## config.mk

```make
export PLATFORM = sky130hd
export DESIGN_NAME = t03_icache_lookup
export DESIGN_NICKNAME = d
export VERILOG_FILES = /design/src/rtl/t03_icache_lookup.sv
export SDC_FILE = /design/constraint.sdc
export NUM_CORES = 1
export LEC_CHECK = 0
export CAP_MARGIN = 25
export CORE_UTILIZATION = 45
export CTS_BUF_LIST = sky130_fd_sc_hd__clkbuf_16
export DETAILED_ROUTE_END_ITERATION = 8
export PLACE_DENSITY_LB_ADDON = 0.2
export SLEW_MARGIN = 20
export SYNTH_ARGS = -nofsm -noshare
export SYNTH_HDL_FRONTEND = slang
export SYNTH_SLANG_ARGS = --single-unit
```

## constraint.sdc

```tcl
create_clock -name clk -period 17.3 [get_ports clk]
set_input_delay 4.325 -clock clk [delete_from_list [all_inputs] [get_ports clk]]
set_output_delay 4.325 -clock clk [all_outputs]
set_load 0.05 [all_outputs]
```

## src/rtl/t03_icache_lookup.sv

```systemverilog
// Direct-mapped one-word-per-line read cache with write-update and miss fill; T03_ICACHE_STATS_EN adds hit/miss counters.
// Hits resolve in the lookup cycle; a miss stalls the requester until the fill ack is absorbed (min 2 cycles).
module t03_icache_lookup #(
    parameter int NUM_LINES = 8,
    parameter int IDX_W     = $clog2(NUM_LINES)
) (
    input  logic        clk,
    input  logic        rst,
    input  logic        read_req,
    input  logic [31:0] addr_in,
    input  logic        wr_en,
    input  logic [31:0] wr_addr,
    input  logic [31:0] wr_data,
    input  logic        flush,
    input  logic        mem_ack,
    input  logic [31:0] mem_data,
    output logic        mem_req,
    output logic [31:0] mem_addr,
    output logic        hit,
    output logic [31:0] cache_out,
    output logic        stall
`ifdef T03_ICACHE_STATS_EN
    ,
    output logic [31:0] hit_count,
    output logic [31:0] miss_count
`endif
);

    localparam int TAG_W = 30 - IDX_W;

    typedef enum logic {IDLE = 1'b0, FILL = 1'b1} state_t;

    state_t                 state_q, state_d;
    logic [NUM_LINES-1:0]   valid_q, valid_d;
    logic [TAG_W-1:0]       tag_q  [NUM_LINES];
    logic [TAG_W-1:0]       tag_d  [NUM_LINES];
    logic [31:0]            data_q [NUM_LINES];
    logic [31:0]            data_d [NUM_LINES];
    logic                   drop_q, drop_d;
    logic [31:0]            mem_addr_q, mem_addr_d;

    logic [IDX_W-1:0]       rd_idx, wr_idx, fill_idx;
    logic [TAG_W-1:0]       rd_tag, wr_tag, fill_tag;
    logic                   lookup_hit, miss_start, fill_done, fill_wr;
    logic                   wr_match, store_hits_fill;
    logic                   unused_addr_bits;

    assign rd_idx   = addr_in[IDX_W+1:2];
    assign rd_tag   = addr_in[31:IDX_W+2];
    assign wr_idx   = wr_addr[IDX_W+1:2];
    assign wr_tag   = wr_addr[31:IDX_W+2];
    assign fill_idx = mem_addr_q[IDX_W+1:2];
    assign fill_tag = mem_addr_q[31:IDX_W+2];
    assign unused_addr_bits = ^{addr_in[1:0], wr_addr[1:0]};

    assign lookup_hit = read_req & valid_q[rd_idx] & (tag_q[rd_idx] == rd_tag) & (state_q == IDLE);
    assign miss_start = (state_q == IDLE) & read_req & ~lookup_hit & ~flush;
    assign fill_done  = (state_q == FILL) & mem_ack;
    assign fill_wr    = fill_done & ~drop_q;
    assign wr_match   = wr_en & valid_q[wr_idx] & (tag_q[wr_idx] == wr_tag);
    // A store to the word being filled is newer than the memory copy.
    assign store_hits_fill = wr_en & (wr_addr[31:2] == mem_addr_q[31:2]);

    always_ff @(posedge clk or posedge rst) begin
        if (rst) begin
            state_q <= IDLE;
        end else begin
            state_q <= state_d;
        end
    end

    always_comb begin
        state_d = state_q;
        case (state_q)
            IDLE:    if (miss_start) state_d = FILL;
            FILL:    if (mem_ack)    state_d = IDLE;
            default: state_d = IDLE;
        endcase
    end

    always_comb begin
        mem_req   = (state_q == FILL);
        hit       = lookup_hit;
        cache_out = read_req ? data_q[rd_idx] : 32'h0;
        stall     = (state_q == FILL) | (read_req & ~lookup_hit);
    end

    assign mem_addr = mem_addr_q;

    always_comb begin
        mem_addr_d = miss_start ? {addr_in[31:2], 2'b00} : mem_addr_q;
        drop_d     = drop_q;
        if (fill_done) begin
            drop_d = 1'b0;
        end else if ((state_q == FILL) && flush) begin
            drop_d = 1'b1;
        end
        valid_d = valid_q;
        tag_d   = tag_q;
        data_d  = data_q;
        // Fill is applied after write-update so it replaces a conflicting line; flush overrides both.
        for (int i = 0; i < NUM_LINES; i++) begin
            if (wr_match && (wr_idx == IDX_W'(i))) begin
                data_d[i] = wr_data;
            end
            if (fill_wr && (fill_idx == IDX_W'(i))) begin
                valid_d[i] = 1'b1;
                tag_d[i]   = fill_tag;
                data_d[i]  = store_hits_fill ? wr_data : mem_data;
            end
            if (flush) begin
                valid_d[i] = 1'b0;
            end
        end
    end

    always_ff @(posedge clk or posedge rst) begin
        if (rst) begin
            valid_q    <= '0;
            drop_q     <= 1'b0;
            mem_addr_q <= 32'h0;
            for (int i = 0; i < NUM_LINES; i++) begin
                tag_q[i]  <= '0;
                data_q[i] <= 32'h0;
            end
        end else begin
            valid_q    <= valid_d;
            drop_q     <= drop_d;
            mem_addr_q <= mem_addr_d;
            tag_q      <= tag_d;
            data_q     <= data_d;
        end
    end

`ifdef T03_ICACHE_STATS_EN
    logic [31:0] hit_count_q, hit_count_d;
    logic [31:0] miss_count_q, miss_count_d;

    always_comb begin
        hit_count_d  = hit_count_q + 32'(lookup_hit);
        miss_count_d = miss_count_q + 32'(miss_start);
    end

    always_ff @(posedge clk or posedge rst) begin
        if (rst) begin
            hit_count_q  <= 32'h0;
            miss_count_q <= 32'h0;
        end else begin
            hit_count_q  <= hit_count_d;
            miss_count_q <= miss_count_d;
        end
    end

    assign hit_count  = hit_count_q;
    assign miss_count = miss_count_q;
`endif

endmodule

```

==> run summary, run 1 <==
The via count of the first global-routing pass is between 20000 and 25000. Measured along the x axis, the die boundary spans roughly 250 um. The per-cell via count in the routed design is 6.62. The post-CTS setup buffer count came out at 0. The number of maximum-capacitance violations is 0. The detailed-route DRC error count is 0.

The net count reported at finish came out at roughly 2800. The maximum buffer depth of the clock tree is 3. The die covers 62100 um2.

The overall power of the completed layout came out at 0.00486 W. The net switching component of the power is around 0.0017 W. The number of clock sinks seen by CTS came out at roughly 500. The total area inside the core boundary comes to between 60000 and 70000 um2.

The worst-case headroom to the max-slew limit came out at a little under a quarter. The min-delay analysis places its worst path in the category flip-flop to flip-flop. The worst register-to-register path ends at data_q[88]. The count of final max-slew check failures is 0. The most used flip-flop cell after synthesis is dfrtp_1. The fraction of synthesis flops using an asynchronous set or reset pin came out at between 90% and 100%. Entering global routing, the biggest net connects between 150 and 200 pins. The biggest area contributor in the post-synthesis netlist is dfrtp_1. The netlist area before placement came out at about 28000 um2. The register-to-register setup slack came out at roughly 13 ns. The post-layout minimum cycle time came out at around 14 ns.

The cell occurring most often along the worst timing path is buf_4. After clock tree synthesis, the repair step resized 0 gates. Setup violations remaining at the end of the flow were counted as 0. The total number of H-tree levels came out at 2. The yosys synthesis warning count came out at 0. Together, buffers and inverters on the worst path number 5. The routed via count is approximately 23000. The number of input and output port buffers inserted is 194.

The power per unit of standard cell area is 154 nW/um2. The all-layer global routing usage is about a third. The later pin in the worst-skew pair is clocked with a latency of 0.64 ns.

Once placement completed, the tool counted placed cells totaling roughly 3400. The worst hold path depth came out at 2. The wire length of the first global-routing pass is 149000 um.

The area share of the largest cell type after synthesis came out at between 40% and 50%. The starting utilization of the core area is 45.6%. The worst setup path is launched from an input port.

The static power due to leakage came out at roughly 14 nW. Counting buffers and inverters, the worst setup path is 11 cells deep. The total overflow reported by the global router came out at 0. The average detailed-routed wire length per instance is approximately 28 um.

The signal on the critical path passes through clkbuf_8 -> buf_4 -> buf_4 -> mux4_2 -> mux2i_1 -> nor3_1 -> nand4_1 -> nor4_1 -> buf_4 -> o21ai_0 -> clkdlybuf4s50_1. The share of the clock period used by the worst path after layout is 78.8%. In this run the most critical hold path is launched from tag_q[205]. Net switching is approximately a third of the power. Ranked by instance count, the synthesized netlist is headed by 560 x nand2_1, 512 x dfrtp_1, 225 x o32ai_1.

In this run the worst path has a maximum fanout of 53. The layout has between 5000 and 6000 filler cells. The sequential cell area is roughly 13000 um2. In the synthesized netlist, the number of instances is 2600. The count of different cell masters after synthesis came out at 60. After clock tree synthesis, the clock-pin slew on the worst setup and hold paths is ~0.06 ns.

The total area of multi-input combinational cells is roughly 13000 um2. Setup repair after global routing left no endpoint under its margin. The terminating pin of the worst hold path is tag_q[205]. The required arrival time at the worst endpoint came out at around 13 ns. The startpoint of the worst setup timing path is addr_in[2]. For this block, the routed nets add up to between 90000 and 100000 um of wire.

The depth of the most critical reg-to-reg path came out at 10. In this run, synthesis inferred 0 flip-flops with an integrated enable. The final count of hold timing violations is 0.

The worst setup path is captured at an output pin. The boundary pin count is between 200 and 250. The final estimated routing congestion in global placement came out at 0.907.

TritonCTS built the clock tree. The maximum cell stage delay along the critical path is a little over 0.9 ns. The maximum ir drop on the vdd rail came out at between 0.08 and 0.09 mV. After floorplanning, the core was divided into 90 placement rows. The clock tree skew after final layout came out at around 0.029 ns. The startpoint of the most critical register-to-register path is tag_q[115].

Setup total negative slack on the finished layout was measured at 0 ns. The post-synthesis register bit count is 512. The final antenna-violating net count is 0.

Sorting the synthesized cells by area gives the leading types as dfrtp_1 47%, mux4_2 11%, nand2_1 7.6%. The share of layout cells above drive strength 1 came out at between 10% and 20%. Sequential cells account for a little over two fifths of the total power. The tree is rooted in a clkbuf_16. The critical path in this run is classified as input port to output pin. The arrival time of data at the critical path endpoint came out at about 9.3 ns. The most used standard cell by instance count after synthesis is nand2_1.

On the critical path, the stage with the largest delay is an instance of clkdlybuf4s50_1. The number of iterations in the first detailed-routing pass came out at 6. The number of antenna violations at the first check in global routing came to 3.

The maximum frequency from static timing analysis came out at between 0.07 and 0.08 GHz. The flow ran to the end, and the final reports show no timing, DRC or antenna violations. The category of cells accounting for the largest share of critical-path delay is buffers and inverters. The mean area per synthesized cell came out at roughly 11 um2.

The final standard cell utilization of the core is between 50% and 60%. The final instance count without filler cells is roughly 3500. The transition time of the tightest slew-check pin is between 1 and 1.5 ns. The internal power of the cells totals between 0.003 and 0.004 W. The violation count after the first detailed-route iteration came out at between 2000 and 3000. The area added between synthesis and finish came out at 14.8%. The number of inserted diodes came out at 0. The sequential cell area fraction in the yosys report came out at 46.6%. The height of the chip is about 250 um. TritonCTS created 57 clock buffers.

The combinational share of power came out at between 30% and 40%. The number of hold buffers added after CTS was 0. The clock power share came out at roughly 24%. The detailed-placement wirelength estimate came out at between 50000 and 60000 um.
-- through the flow --
step / worst slack (ns) / hold WS (ns) / instance area (um2)
2_1_floorplan: 4.30 / 0.456 / 27500
3_3_place_gp: 3.68 / 0.474 / 29700
3_5_place_dp: 3.68 / 0.485 / 29700
4_1_cts: 3.69 / 0.500 / 31500
5_1_grt: 3.50 / 0.528 / 31600
6_report: 3.67 / 0.496 / 31600
-- power groups by stage --
| stage | registers (W) | clock network [W] | logic [W] |
|---|---|---|---|
| floorplan | 0.00201 | 0 | 0.00121 |
| global placement | 0.00206 | 0 | 0.00152 |
| detailed placement | 0.00210 | 0 | 0.00157 |
| CTS | 0.00209 | 0.00119 | 0.00158 |
| global route | 0.00216 | 0.00124 | 0.00172 |
| finish | 0.00210 | 0.00118 | 0.00158 |
-- worst register-to-register path, cell delays in order (launching register included) --
cell and delay, ns:
dfrtp_1 0.40, mux4_2 0.47, mux2i_1 0.33, xor2_1 0.22, o21ai_0 0.22, nor4_2 0.45
nand2_2 0.39, or3_1 0.48, o22ai_2 0.80, buf_4 0.46, a21oi_1 0.14
-- layout make-up --
class	count	area share [%]
clock buffer	57	4.52
clock inverter	49	1.10
inverter	41	0.499
multi-input combinational	1781	42.5
sequential	512	40.6
tap	782	3.10
timing repair buffer	249	7.73
-- cells in the final DEF (no fill, tap or decap), types with 17 or more instances in the layout --
master	netlist	layout
xnor2_1	38	38
o32ai_1	225	225
dfrtp_1	512	512
mux2_2	96	96
nand2_1	560	552
inv_1	41	52
buf_4	11	50
a21oi_1	208	207
clkdlybuf4s50_1	0	189
clkbuf_16	0	57
clkinv_2	0	17
o221a_2	25	25
mux4_2	131	131
xor2_1	33	33
nor2_1	157	151
mux2i_1	118	118
a22oi_1	25	25
-- registers in the layout, indices dropped and copies added, names as in the netlist --
name and flops:
tag_q 216, mem_req 1, drop_q 1, data_q 256, valid_q 8, mem_addr 30
-- how the worst max path moves through the flow --
| stage | endpoint | slack [ns] |
|---|---|---|
| floorplan | stall | 4.30 |
| global placement | stall | 3.68 |
| detailed placement | stall | 3.68 |
| CTS | stall | 3.69 |
| global route | stall | 3.50 |
| finish | stall | 3.67 |
-- logic make-up (layout without fill, tap and decap cells) --
kind of cell	count (synthesis)	in the layout	share of synthesized area, %
DFF	512	512	46.6
and+or+nand+nor	810	810	12.4
AOI/OAI and AO/OA	544	544	14.5
buffers and inverters	308	396	4.99
muxes	354	354	19.3
xor gates and xnor gates	71	71	2.26
other	1	2	0.0136
-- per-layer routing --
metal  GRT usage (%)  part of all wire [%]  wire [um]  up-vias
li1                -                     -          -     9583
met3            6.60                    10      10200      295
met5               0                 0.041         41        -
met4            15.4                   4.5       4490        6
met1            41.4                    38      37900    11600
met2            50.2                    47      46200     1460
Note: power is estimated with default switching activity, not from simulation.
==> run 2, diff against run 1 <==
==> constraint.sdc (replaced) <==
create_clock -name clk -period 11.2 [get_ports clk]
set_input_delay 2.8 -clock clk [delete_from_list [all_inputs] [get_ports clk]]
set_output_delay 2.8 -clock clk [all_outputs]
set_load 0.05 [all_outputs]
==> run summary, run 2 (synthesis gave the netlist of run 1 again) <==
The flow ran to the end, and the final reports show no timing, DRC or antenna violations. After detailed routing, the number of remaining DRC violations is 0. The global-route met3 utilization came out at between 6 and 7%. In the global route stage, overall resource usage came out at about a third. The clock slew seen by the registers of the worst setup and hold paths came out at roughly 0.060 ns. The wire length of the first global-routing pass is 148000 um. The area after detailed placement is between 20000 and 30000 um2. The count of final max-slew check failures is 0. The TritonCTS clock tree is done. The post-layout minimum cycle time is around 9.5 ns. The number of input and output port buffers inserted is just under 200. The overall power of the completed layout came out at approximately 0.0076 W. The count of fill cells added during filler insertion came out at 5314.

In this run the worst path has a maximum fanout of between 50 and 60. After routing the design area is 31700 um2. The maximum frequency from static timing analysis is 0.105 GHz. Clock skew on the completed layout was measured at between 0.03 and 0.04 ns. The area added between synthesis and finish is 15.3%. The number of cells on the worst reg-to-reg path is 8. The register-to-register setup slack came out at around 6.7 ns. Among all stages on the critical path, the largest delay is contributed by clkdlybuf4s50_1.

The height of the chip is between 200 and 250 um. The pre-antenna-repair detailed-routing pass consisted of 5 iterations. In the final layout, flip-flops and latches occupy approximately 13000 um2. The number of buffers added by the clock tree synthesis step came out at 57.

The starting utilization of the core area came out at 45.6%. The violation count after the first detailed-route iteration came out at about 2700. The power per unit of standard cell area is 240 nW/um2. The area of the die is between 60000 and 70000 um2.

The average detailed-routed wire length per instance is 28.3 um. The startpoint of the worst setup timing path is addr_in[2]. The library cells used most frequently in the layout, excluding fill and tap cells, are 552 x nand2_1, 512 x dfrtp_1, 225 x o32ai_1. The accumulated negative setup slack is 0 ns.

The net count reported at finish is approximately 2800. The total area of multi-input combinational cells is between 10000 and 15000 um2. The share of layout cells above drive strength 1 came out at 16.3%. The maximum cell stage delay along the critical path is slightly above 0.9 ns.

STA puts the critical path data arrival time at slightly below 7 ns. The worst hold path belongs to the class flip-flop to flip-flop. The number of gates resized after CTS is 0. The capturing element of the worst setup path is stall. The register containing the most flip-flops in the final layout is data_q. For this run, global-route usage on met1 was measured as 41.3%. The cell row count is 90. The source-to-sink clock delay at the later pin of the worst-skew pair is about 0.65 ns. The final antenna-violating net count is 0. met2 is the most crowded layer.

Setup repair after global routing left no endpoint under its margin. The width of the chip came out at between 200 and 250 um. The clock tree synthesis step divided the H-tree into 2 levels. The critical path goes through clkbuf_8 -> buf_4 -> mux4_2 -> mux2i_1 -> xor2_1 -> nand4_1 -> nor4_1 -> buf_4 -> o21ai_0 -> clkdlybuf4s50_1.

Entering global routing, the biggest net connects between 200 and 250 pins. The share of the clock period used by the worst path after layout came out at ~85%. The total routed wirelength came out at 98500 um. After clock tree synthesis, the setup repair step added 0 buffers. Buffers inserted to repair hold after CTS numbered 0. The core area is 60400 um2. Among the stages of the critical path, the cell type that occurs most often is buf_4.

The number of maximum-capacitance violations came out at 0. The worst register-to-register path begins at mem_addr[6]. The terminus of the critical flop-to-flop path is data_q[27].

The maximum buffer depth of the clock tree came out at 3. The final count of hold timing violations is 0. The number of antenna violations at the first check in global routing is 5. The worst-case headroom to the max-slew limit is a little under a quarter. Data on the critical path is required at its endpoint by roughly 8.4 ns. The most frequent standard cell in the layout excluding fill and tap cells is nand2_1. The worst slack on hold paths is 0.500 ns. The via count of the first global-routing pass is between 20000 and 25000. The worst-case IR drop observed on VDD is roughly 0.13 mV. In the routed layout, each cell is associated on average with a via count of roughly 6.7. The number of clock sinks seen by CTS came out at a little over 500. The flip-flop count of the largest register, all copies and words added came out at roughly 260. Detailed routing inserted a total of ~23000 vias. Detailed placement finished with a half-perimeter wire length of ~56000 um. For this design the static power due to leakage is around 14 nW. The final estimated routing congestion in global placement came out at slightly above 0.9. The critical path class is input port to output pin. STA classifies the critical path startpoint as an input port. CTS placed an instance of clkbuf_16 at the clock tree root.

The kind of end point of the critical path is an output pin. The transition time of the tightest slew-check pin came out at roughly 1.1 ns. The total overflow reported by the global router is 0. The number of setup violations in the final report is 0. The met2 track demand over resource in global routing is between 50 and 60%. The boundary pin count came out at between 200 and 250.
-- run 2: worst min-delay path by stage --
stage,end,from,cells past startpoint
CTS,tag_q[138],tag_q[138],2
finish,tag_q[69],tag_q[69],2
global placement,tag_q[131],tag_q[131],2
global route,tag_q[138],tag_q[138],2
floorplan,tag_q[212],tag_q[212],2
detailed placement,tag_q[212],tag_q[212],2
-- run 2: per-layer routing --
metal / part of all wire (%) / up-vias
li1: - / 9604
met1: 39 / 11800
met2: 47 / 1450
met3: 9.6 / 290
met4: 4.4 / 8
met5: 0.052 / -
-- run 2: metrics by stage --
step	cells	utilization, %	setup WS, ns
4_1_cts	3471	52.4	1.64
3_3_place_gp	3366	49.3	1.61
2_1_floorplan	2601	-	1.25
6_report	3477	52.6	1.66
3_5_place_dp	3368	49.3	1.65
5_1_grt	3475	52.6	1.35
-- run 2: area by class of cell --
type / instances / area share [%]
Antenna cell: 3 / 0.0237
Clock buffer: 57 / 4.50
Inverter: 41 / 0.497
Sequential cell: 512 / 40.4
Multi-Input combinational cell: 1781 / 42.3
Timing Repair Buffer: 255 / 7.86
Clock inverter: 46 / 1.38
Tap cell: 782 / 3.08
-- run 2: power by group --
group	leakage, nW	switching, W	internal (W)
registers	6.46	0.000595	0.00266
logic	6.59	0.00117	0.00127
clock network	0.932	0.000810	0.00109
-- run 2: worst max-delay path: cells and delay by family --
family	cells	cell delay (ns)
AO/OA/AOI/OAI	1	0.46
XOR/XNOR	1	0.14
buffers and inverters	4	2.35
multiplexers	2	0.76
AND/OR/NAND/NOR	2	0.16
